--- src/rtl/operand_sequencer.sv ---
// Operand sequencer: splits one instruction's operand text into per-slot tokens, streams each
// token to the register or immediate interpreter and collects the results into rd/rs1/rs2/imm.
module operand_sequencer #(
  parameter int WAIT_LIMIT = 3
) (
  input  logic        clk_in,
  input  logic        rst_in,
  input  logic        start,
  input  logic [2:0]  fmt,
  input  logic        char_valid,
  output logic        char_ready,
  input  logic [7:0]  incoming_ascii,
  output logic        reg_valid,
  output logic        imm_valid,
  output logic        new_character,
  output logic [7:0]  fwd_ascii,
  output logic        imm_isUtype,
  input  logic        reg_done,
  input  logic        reg_error,
  input  logic [4:0]  reg_index,
  input  logic        imm_done,
  input  logic        imm_error,
  input  logic [31:0] imm_value,
  output logic [4:0]  rd,
  output logic [4:0]  rs1,
  output logic [4:0]  rs2,
  output logic [31:0] imm,
  output logic        op_done,
  output logic        op_error,
  output logic [1:0]  err_code
);

  typedef enum logic [2:0] {
    S_IDLE,
    S_RUN,
    S_WAIT,
    S_GAP,
    S_DONE,
    S_ERROR
  } state_e;

  typedef enum logic [1:0] {
    F_RD,
    F_RS1,
    F_RS2,
    F_IMM
  } field_e;

  typedef enum logic [1:0] {
    E_NONE,
    E_INTERP,
    E_TIMEOUT,
    E_BAD_FMT
  } err_e;

  localparam logic [2:0] FMT_R = 3'd0;
  localparam logic [2:0] FMT_I = 3'd1;
  localparam logic [2:0] FMT_S = 3'd2;
  localparam logic [2:0] FMT_B = 3'd3;
  localparam logic [2:0] FMT_U = 3'd4;
  localparam logic [2:0] FMT_J = 3'd5;

  localparam logic [7:0] ASCII_SP    = 8'h20;
  localparam logic [7:0] ASCII_COMMA = 8'h2C;
  localparam logic [7:0] ASCII_LF    = 8'h0A;

  localparam int CNT_W = (WAIT_LIMIT < 1) ? 1 : $clog2(WAIT_LIMIT + 1);
  localparam logic [CNT_W-1:0] LIMIT = CNT_W'(WAIT_LIMIT);

  // Which operand field a given slot of a given format fills.
  function automatic field_e slot_field(input logic [2:0] f, input logic [1:0] s);
    field_e fld;
    fld = F_IMM;
    case (f)
      FMT_R: fld = (s == 2'd0) ? F_RD  : (s == 2'd1) ? F_RS1 : F_RS2;
      FMT_I: fld = (s == 2'd0) ? F_RD  : (s == 2'd1) ? F_RS1 : F_IMM;
      FMT_S: fld = (s == 2'd0) ? F_RS2 : (s == 2'd1) ? F_RS1 : F_IMM;
      FMT_B: fld = (s == 2'd0) ? F_RS1 : (s == 2'd1) ? F_RS2 : F_IMM;
      FMT_U,
      FMT_J: fld = (s == 2'd0) ? F_RD  : F_IMM;
      default: fld = F_IMM;
    endcase
    return fld;
  endfunction

  function automatic logic slot_is_last(input logic [2:0] f, input logic [1:0] s);
    return ((f == FMT_U) || (f == FMT_J)) ? (s == 2'd1) : (s == 2'd2);
  endfunction

  state_e           state_q, state_d;
  logic [2:0]       fmt_q, fmt_d;
  logic [1:0]       slot_q, slot_d;
  logic             body_seen_q, body_seen_d;
  logic [CNT_W-1:0] cnt_q, cnt_d;
  logic [4:0]       rd_q, rd_d;
  logic [4:0]       rs1_q, rs1_d;
  logic [4:0]       rs2_q, rs2_d;
  logic [31:0]      imm_q, imm_d;
  err_e             err_q, err_d;

  field_e           cur_field;
  logic             sel_imm;
  logic             sel_done;
  logic             sel_error;
  logic             xfer;
  logic             is_delim;
  logic             fwd;
  logic [CNT_W-1:0] cnt_inc;

  assign cur_field = slot_field(fmt_q, slot_q);
  assign sel_imm   = (cur_field == F_IMM);
  assign sel_done  = sel_imm ? imm_done  : reg_done;
  assign sel_error = sel_imm ? imm_error : reg_error;
  assign cnt_inc   = cnt_q + CNT_W'(1);

  assign char_ready = (state_q == S_RUN);
  assign xfer       = char_valid && char_ready;
  assign is_delim   = (incoming_ascii == ASCII_SP) || (incoming_ascii == ASCII_COMMA) ||
                      (incoming_ascii == ASCII_LF);
  // Leading delimiters are swallowed; the first delimiter after body text terminates the token.
  assign fwd        = xfer && (!is_delim || body_seen_q);

  assign new_character = fwd;
  assign fwd_ascii     = !fwd                        ? 8'h00    :
                         (incoming_ascii == ASCII_LF) ? ASCII_SP : incoming_ascii;

  assign reg_valid   = ((state_q == S_RUN) || (state_q == S_WAIT)) && !sel_imm;
  assign imm_valid   = ((state_q == S_RUN) || (state_q == S_WAIT)) &&  sel_imm;
  assign imm_isUtype = (fmt_q == FMT_U);
  assign op_done     = (state_q == S_DONE);
  assign op_error    = (state_q == S_ERROR);
  assign err_code    = err_q;
  assign rd          = rd_q;
  assign rs1         = rs1_q;
  assign rs2         = rs2_q;
  assign imm         = imm_q;

  always_comb begin
    // NOTE: every *_d starts as its *_q so no path through this block can infer a latch.
    state_d     = state_q;
    fmt_d       = fmt_q;
    slot_d      = slot_q;
    body_seen_d = body_seen_q;
    cnt_d       = cnt_q;
    rd_d        = rd_q;
    rs1_d       = rs1_q;
    rs2_d       = rs2_q;
    imm_d       = imm_q;
    err_d       = err_q;

    case (state_q)
      S_IDLE, S_DONE, S_ERROR: begin
        if (start) begin
          fmt_d       = fmt;
          slot_d      = 2'd0;
          body_seen_d = 1'b0;
          cnt_d       = '0;
          rd_d        = '0;
          rs1_d       = '0;
          rs2_d       = '0;
          imm_d       = '0;
          if (fmt > FMT_J) begin
            state_d = S_ERROR;
            err_d   = E_BAD_FMT;
          end else begin
            state_d = S_RUN;
            err_d   = E_NONE;
          end
        end else if (state_q == S_DONE) begin
          state_d = S_IDLE;
        end
      end

      S_RUN: begin
        if (sel_error) begin
          state_d = S_ERROR;
          err_d   = E_INTERP;
        end else if (xfer) begin
          if (!is_delim) begin
            body_seen_d = 1'b1;
          end else if (body_seen_q) begin
            state_d = S_WAIT;
            cnt_d   = '0;
          end
        end
      end

      S_WAIT: begin
        if (sel_error) begin
          state_d = S_ERROR;
          err_d   = E_INTERP;
        end else if (sel_done) begin
          case (cur_field)
            F_RD:    rd_d  = reg_index;
            F_RS1:   rs1_d = reg_index;
            F_RS2:   rs2_d = reg_index;
            default: imm_d = imm_value;
          endcase
          if (slot_is_last(fmt_q, slot_q)) begin
            state_d = S_DONE;
          end else begin
            slot_d      = slot_q + 2'd1;
            body_seen_d = 1'b0;
            state_d     = S_GAP;
          end
        end else if (cnt_inc == LIMIT) begin
          state_d = S_ERROR;
          err_d   = E_TIMEOUT;
        end else begin
          cnt_d = cnt_inc;
        end
      end

      // One cycle with valid low returns the interpreter to its idle state before the next token.
      S_GAP: state_d = S_RUN;

      default: state_d = S_IDLE;
    endcase
  end

  // NOTE: state uses non-blocking assignments and resets asynchronously, so a mid-operation
  // reset drops every output to zero without waiting for a clock edge.
  always_ff @(posedge clk_in or negedge rst_in) begin
    if (!rst_in) begin
      state_q     <= S_IDLE;
      fmt_q       <= '0;
      slot_q      <= '0;
      body_seen_q <= 1'b0;
      cnt_q       <= '0;
      rd_q        <= '0;
      rs1_q       <= '0;
      rs2_q       <= '0;
      imm_q       <= '0;
      err_q       <= E_NONE;
    end else begin
      state_q     <= state_d;
      fmt_q       <= fmt_d;
      slot_q      <= slot_d;
      body_seen_q <= body_seen_d;
      cnt_q       <= cnt_d;
      rd_q        <= rd_d;
      rs1_q       <= rs1_d;
      rs2_q       <= rs2_d;
      imm_q       <= imm_d;
      err_q       <= err_d;
    end
  end

endmodule

--- config.mk ---
export PLATFORM = sky130hd
export DESIGN_NAME = operand_sequencer
export DESIGN_NICKNAME = d
export VERILOG_FILES = /design/src/rtl/operand_sequencer.sv
export SDC_FILE = /design/constraint.sdc
export NUM_CORES = 1
export LEC_CHECK = 0
export CELL_PAD_IN_SITES_DETAIL_PLACEMENT = 0
export CELL_PAD_IN_SITES_GLOBAL_PLACEMENT = 1
export CORE_ASPECT_RATIO = 1.2
export CORE_UTILIZATION = 35
export DETAILED_ROUTE_END_ITERATION = 10
export HOLD_SLACK_MARGIN = 0.02
export PLACE_DENSITY_LB_ADDON = 0.1
export SYNTH_ARGS = -nofsm -noshare
export SYNTH_HDL_FRONTEND = slang
export SYNTH_SLANG_ARGS = --single-unit
--- constraint.sdc ---
create_clock -name clk_in -period 6 [get_ports clk_in]
set_input_delay 0.6 -clock clk_in [delete_from_list [all_inputs] [get_ports clk_in]]
set_output_delay 0.6 -clock clk_in [all_outputs]
set_load 0.01 [all_outputs]
* Word level (Yosys, flattened, before mapping) *
Index checks and enable logic that the tools add are counted.

cells by class
  equality and inequality tests = 42
  shift operators = 0
  reductions and logical operators = 30
  add/subtract/negate cells = 2
  $mul = 0
  div/mod/pow operators = 0
  mux-type cells = 72
  $lt $le $gt $ge = 1
  bitwise operators = 0

operators with widths
  cell                  number
  $mux W32              4
  $pmux W32 S2          1
  $mux W5               10
  $mux W2               24
  $reduce_and A5 Y1     7
  $mux W3               11
  $pmux W5 S2           3
  $ne A2 B2 Y1 const B  9
  $eq A8 B6 Y1 const B  2
  $mux W8               2
  $ne A2 B1 Y1 const B  7
  $eq A3 B2 Y1 const B  4
  $eq A3 B3 Y1 const B  4
  $pmux W2 S3           2
  $pmux W3 S4           1
  $mux W1               11
  $pmux W2 S5           1
  $ne A3 B1 Y1 const B  3
  $reduce_and A9 Y1     1
  $eq A2 B2 Y1 const B  4
  $eq A8 B4 Y1 const B  1
  $reduce_and A8 Y1     1
  $eq A3 B1 Y1 const B  2
  $logic_not A3 Y1      2
  17 further kinds      30

storage, ports and cells
  register bits after elaboration = 60
  bits in writable memories = 0
  output and inout bits = 64
  latch bits = 0
  word-level logic and storage cells = 157
  memory bits (read-only) = 0
  memories kept = 0

* Depth between registers and ports, before layout *
  depth in word-level cells = 10
  depth in mapped cells = 10
  mapped depth without buffers = 8

* Worst setup path after synthesis *
OpenSTA, ideal clock, no wires.

  path kind = register -> register
  start point = register slot_q[0]
  end point = register state_q[0]
  clock period less this slack = 2.417 ns
  path buffers = 1
  library setup time = 0.128 ns
  stages on the path, launching flop included = 9
  data arrival time = 2.289 ns
  path slack = 3.583 ns
  cells stage by stage = dfrtp_1 -> ha_1 -> or4_4 -> and3_1 -> buf_6 -> mux2_4 -> nor4_4 -> a211oi_1 -> mux2_1

between the ends
  longest elaborated chain between the ends = 9
  elaborated cells on any way between the ends = 26
  classes of those cells = eq/ne (7); mux (17); reduce/logical (2)

ends and longest elaborated chain
  element                                line  RTL
  start: declaration                     92    logic [1:0] slot_q, slot_d;
  start signal: assignment               238   slot_q <= slot_d;
  $eq A2 B1 Y1                           n/a
  $mux W1, or another cell as far along  78    FMT_B: fld = (s == 2'd0) ? F_RS1 : (s == 2'd1) ? F_RS2 : F_IMM;
  $mux W2, on equally long branches      n/a
  $pmux W2 S5                            74    case (f)
  $eq A2 B2 Y1                           111   assign sel_imm = (cur_field == F_IMM);
  $mux W1                                112   assign sel_done = sel_imm ? imm_done : reg_done;
  $mux W3                                192   end else if (sel_done) begin
  $mux W3                                189   if (sel_error) begin
  $pmux W3 S4                            151   case (state_q)
  end signal: assignment                 236   state_q <= state_d;
  end: declaration                       90    state_e state_q, state_d;

Several ways; a longest one is shown, not always the timed one.
A chain may end at the register's enable or synchronous reset.

* Final worst setup path *
  start point = input incoming_ascii[3]
  end point = output fwd_ascii[1]

between the ends
  longest elaborated chain between the ends = 7
  elaborated cells on any way between the ends = 10
  classes of those cells = eq/ne (3); mux (2); reduce/logical (5)

ends and longest elaborated chain
  element                           line  RTL
  start: declaration                12    input logic [7:0] incoming_ascii,
  $eq A8 B6 Y1                      118   assign is_delim = (incoming_ascii == ASCII_SP) || (incoming_ascii == ASCII_COMMA) ||
  $logic_or A1 B1 Y1 (2 in series)  118
  $logic_not A1 Y1                  n/a
  $logic_or A1 B1 Y1                121   assign fwd = xfer && (!is_delim || body_seen_q);
  $logic_and A1 B1 Y1               121
  $mux W8 (*)                       124   assign fwd_ascii = !fwd ? 8'h00 :
  end: declaration                  16    output logic [7:0] fwd_ascii,

Every way passes the cells marked *; elsewhere a longest branch is shown, timed or not.

==> results summary <==
The synthesized net count is 386. The number of antenna-violating nets in the routed design is 0. The start of the worst register-to-register path is slot_q[1]$_DFFE_PN0P_. After layout, the worst path uses 55.7% of the clock period. The max-slew violation total from the final report is 0. The number of failing hold endpoints at the final stage is 0.

Based on the critical path, the design can be clocked at up to 0.299 GHz. After synthesis, the largest area contributor takes up 47.9% of total cell area. For this design, the slowest cell found on the critical path is clkdlybuf4s50_1. The maximum single-stage delay on the critical path came out at 0.58 ns. The number of antenna violations at the first check in global routing came out at 0. The min-delay analysis places its worst path in the category in2async.

The register area share after synthesis is 47.9%. The width of the die came out at 88.4 um. The synthesized instance count came out at 325. The top fanout value on the critical path came out at 9. The startpoint of the most critical setup path is incoming_ascii[3]. Hold repair after CTS inserted 0 buffers.

The number of vias per cell after detailed routing came out at 4.83. The final instance area came out at 4620 um^2. The first detailed-routing pass took 4 iterations.

After legalization and detailed placement, the total HPWL measured 5480 um. The critical path endpoint category is a primary output. The clock latency on the worst-skew pair is 0.34 ns. The area growth from synthesis to layout is 47.5%.

Across all layers, the routed design uses 2,710 vias. The final setup TNS came out at 0 ns. The depth of the worst register-to-register path came out at 8.

The share of total power dissipated in combinational logic is 47.8%. TritonCTS built the clock tree. After floorplanning, the core was sized to cover 8610 um^2. During synthesis, Yosys emitted a total of 0 warnings. The sequential group share of total power came out at 31.1%. The clock network is responsible for 21.1% of the overall power. The number of buffers and inverters on the critical path is 2. The static leakage is 1.93 nW. The number of primary I/O pins is 120. Summed over all layers, the global routing overflow is 0. The share of flip-flops with an asynchronous set or reset is 100%. The flow ran to the end, and the final reports show no timing, DRC or antenna violations.

The share of post-route cells with drive strength above 1 came out at 11.3%. The uppermost layer routed is met4. Each instance of the synthesized netlist takes up on average 9.64 um^2. The number of remaining DRC errors is 0. The most used flip-flop cell after synthesis is dfrtp_1.

For this design, the sink count on the clock tree is 60. After clock tree synthesis, the setup repair step added 0 buffers. The maximum buffer depth of the clock tree is 2. The clock skew came out at 0.00982 ns.

Yosys mapped a number of flops with a built-in enable equal to 0. Among cell families on the critical path, the largest total delay comes from buffers and inverters. The number of antenna diodes in the final layout is 0. The met1 wire length came out at 3210 um.

The number of H-tree levels came out at 3. The die covers 9340 um^2. The critical path goes through clkdlybuf4s50_1 > xor2_1 > nor3b_1 > o21ai_0 > o211a_1 > and3_1 > clkdlybuf4s50_1. The routed length on met3 is 528 um. The critical path class is in2out. The total wirelength of the detailed-routed design came out at 7730 um. Clock-pin slew was measured on the worst setup and hold paths at 0.07 ns. The count of final setup violators came out at 0. The row count came out at 37. For this configuration, the core starts out at a cell density of 36.4%.

The clock buffer count from CTS came out at 9. The worst slew slack as a fraction of its limit is 49.2%. The violation count after the first detailed-route iteration came out at 159. The net switching power came out at 0.000712 W. The number of gates resized after CTS was 0.

The pin count of the biggest net entering global routing is 65. Setup repair after global routing left no endpoint under its margin. Synthesis instantiated 47 different standard cells from the library.

The capturing point of the worst reg2reg path is rs1[3]$_DFFE_PN0P_. After synthesis, the cell types taking the most area are dfrtp_1, mux2_2, o21ai_0, nand3_1, inv_1. The shortest clock period the worst path allows after layout is 3.34 ns. The placer's final routability congestion estimate came out at 0.726. The slew at the pin with the worst max-slew slack came out at 0.761 ns. The number of global-route vias before repair came out at 2,638.

The internal power of the cells totals 0.00116 W. The length of routed met2 wiring is 3890 um. Once placement finished, the instance area stood at 4410 um^2. The overall routing resource usage is 18.0%. The maximum VDD drop is 0.158 mV.

The netlist area before placement came out at 3130 um^2. The setup slack of the most critical reg-to-reg path came out at 3.18 ns. The net count reported at finish came out at 501.

The path length in cells of the critical path came out at 7. The vertical extent of the die came out at 106 um. Dividing the detail-routed wire length by the instance count gives 13.8 um. The switching fraction of total power is 38.0%.

The cell sitting at the root of the clock tree is a clkbuf_8. Dividing total power by cell area gives a power density of 405 nW/um^2. The arrival time of data at the critical path endpoint is 2.74 ns. For the worst setup path, the data required time is 5.40 ns. Among the stages of the critical path, the cell type that occurs most often is clkdlybuf4s50_1.

The most critical setup path has its endpoint at fwd_ascii[1]. The first global-routing pass estimated 12,700 um of wire. The flip-flop and latch count after synthesis is 60. The type of origin of the critical path is an input pin.

The number of violations of the max-capacitance limit is 0. The synthesized design spends more area on one cell type than any other, namely dfrtp_1. Buffers placed on the I/O ports in this run total 119.
registers in the layout (all words and copies together) (netlist names):
register and cells:
err_code 2, imm 32, state_q 3, cnt_q 2
rd 5, fmt_q 3, body_seen_q 1, rs2 5
rs1 5, slot_q 2
metrics by stage:
step	util [%]	hold slack (ns)	instances	worst slack [ns]	total power, W
floorplan	-	0.304	325	3.58	0.00115
global placement	51.2	0.466	546	2.74	0.00149
detailed placement	51.2	0.475	546	2.64	0.00150
CTS	53.7	0.439	561	2.63	0.00191
global route	53.7	0.469	561	2.54	0.00203
finish	53.7	0.404	561	2.66	0.00187
logic make-up after synthesis:
| logic type | after synthesis | share of synthesized area (%) |
|---|---|---|
| buf+inv | 59 | 7.71 |
| simple gates | 97 | 17.5 |
| compound gates | 74 | 14.3 |
| flops | 60 | 47.9 |
| fa+ha+maj | 5 | 2.00 |
| xor+xnor | 1 | 0.280 |
| mux | 29 | 10.3 |
how the worst min path moves through the flow:
stage                                     from                       to  slack (ns)
after floorplan                         rst_in  body_seen_q$_DFFE_PN0P_        0.30
after global placement    cnt_q[0]$_DFFE_PN0P_     cnt_q[0]$_DFFE_PN0P_        0.47
after detailed placement  cnt_q[0]$_DFFE_PN0P_     cnt_q[0]$_DFFE_PN0P_        0.47
after CTS                               rst_in      imm[10]$_DFFE_PN0P_        0.44
after global routing                    rst_in      imm[10]$_DFFE_PN0P_        0.47
final                                   rst_in      imm[10]$_DFFE_PN0P_        0.40
synthesized netlist by cell type, drive strengths merged (2+ instances only):
cell type  instances
a211oi             5
a21oi             12
a22o               2
and2               7
and3               8
buf                6
clkbuf            12
dfrtp             60
ha                 5
inv               41
mux2              24
mux2i              5
nand2              7
nand2b             4
nand3             34
nand3b             2
nor2              12
nor2b              6
nor3               5
nor3b              3
nor4               2
o211a              2
o21a               4
o21ai             40
o22a               2
or2                2
or4                2
power groups by stage:
stage                     Combinational, W  Sequential (W)  Clock, W
final                             0.000896        0.000582  0.000395
after global routing              0.000998        0.000600  0.000429
after CTS                         0.000912        0.000583  0.000412
after detailed placement          0.000909        0.000588         0
after global placement            0.000901        0.000585         0
after floorplan                   0.000559        0.000588         0
layer usage:
layer	track usage, %	vias to the layer above
li1	-	1342
met1	20.7	1284
met2	30.4	77
met3	6.50	7
met4	6.22	0
met5	0	-
worst register-to-register path, delay by kind of cell (launching register included):
| kind | cells | cell delay, ns |
|---|---|---|
| fa+ha+maj | 1 | 0.19 |
| simple gates | 2 | 0.57 |
| flops | 1 | 0.38 |
| mux | 2 | 0.90 |
| compound gates | 2 | 0.56 |
| buf+inv | 1 | 0.09 |
placed cells by master (no fill, tap or decap), types with 3 or more instances in the layout:
master	count
dfrtp_1	60
clkinvlp_4	4
mux2_2	21
inv_1	41
a21oi_1	12
and2_1	6
mux2i_1	5
nor2_1	12
o21a_1	4
o21ai_0	36
buf_4	3
nor3_1	5
and3_1	8
nor2b_1	6
nand2_1	7
o21ai_1	4
nand2b_1	4
nor3b_1	3
nand3_1	33
a211oi_1	4
clkbuf_8	9
ha_1	5
clkdlybuf4s50_1	118
cell type report:
class	instances	area, um^2
inverter	41	154
fill	819	3990
clock buffer	9	124
clock inverter	6	90.1
sequential	60	1500
timing repair buffer	122	1210
multi-input combinational	206	1400
tap	117	146
No activity file was read; power rests on OpenSTA's default activity.
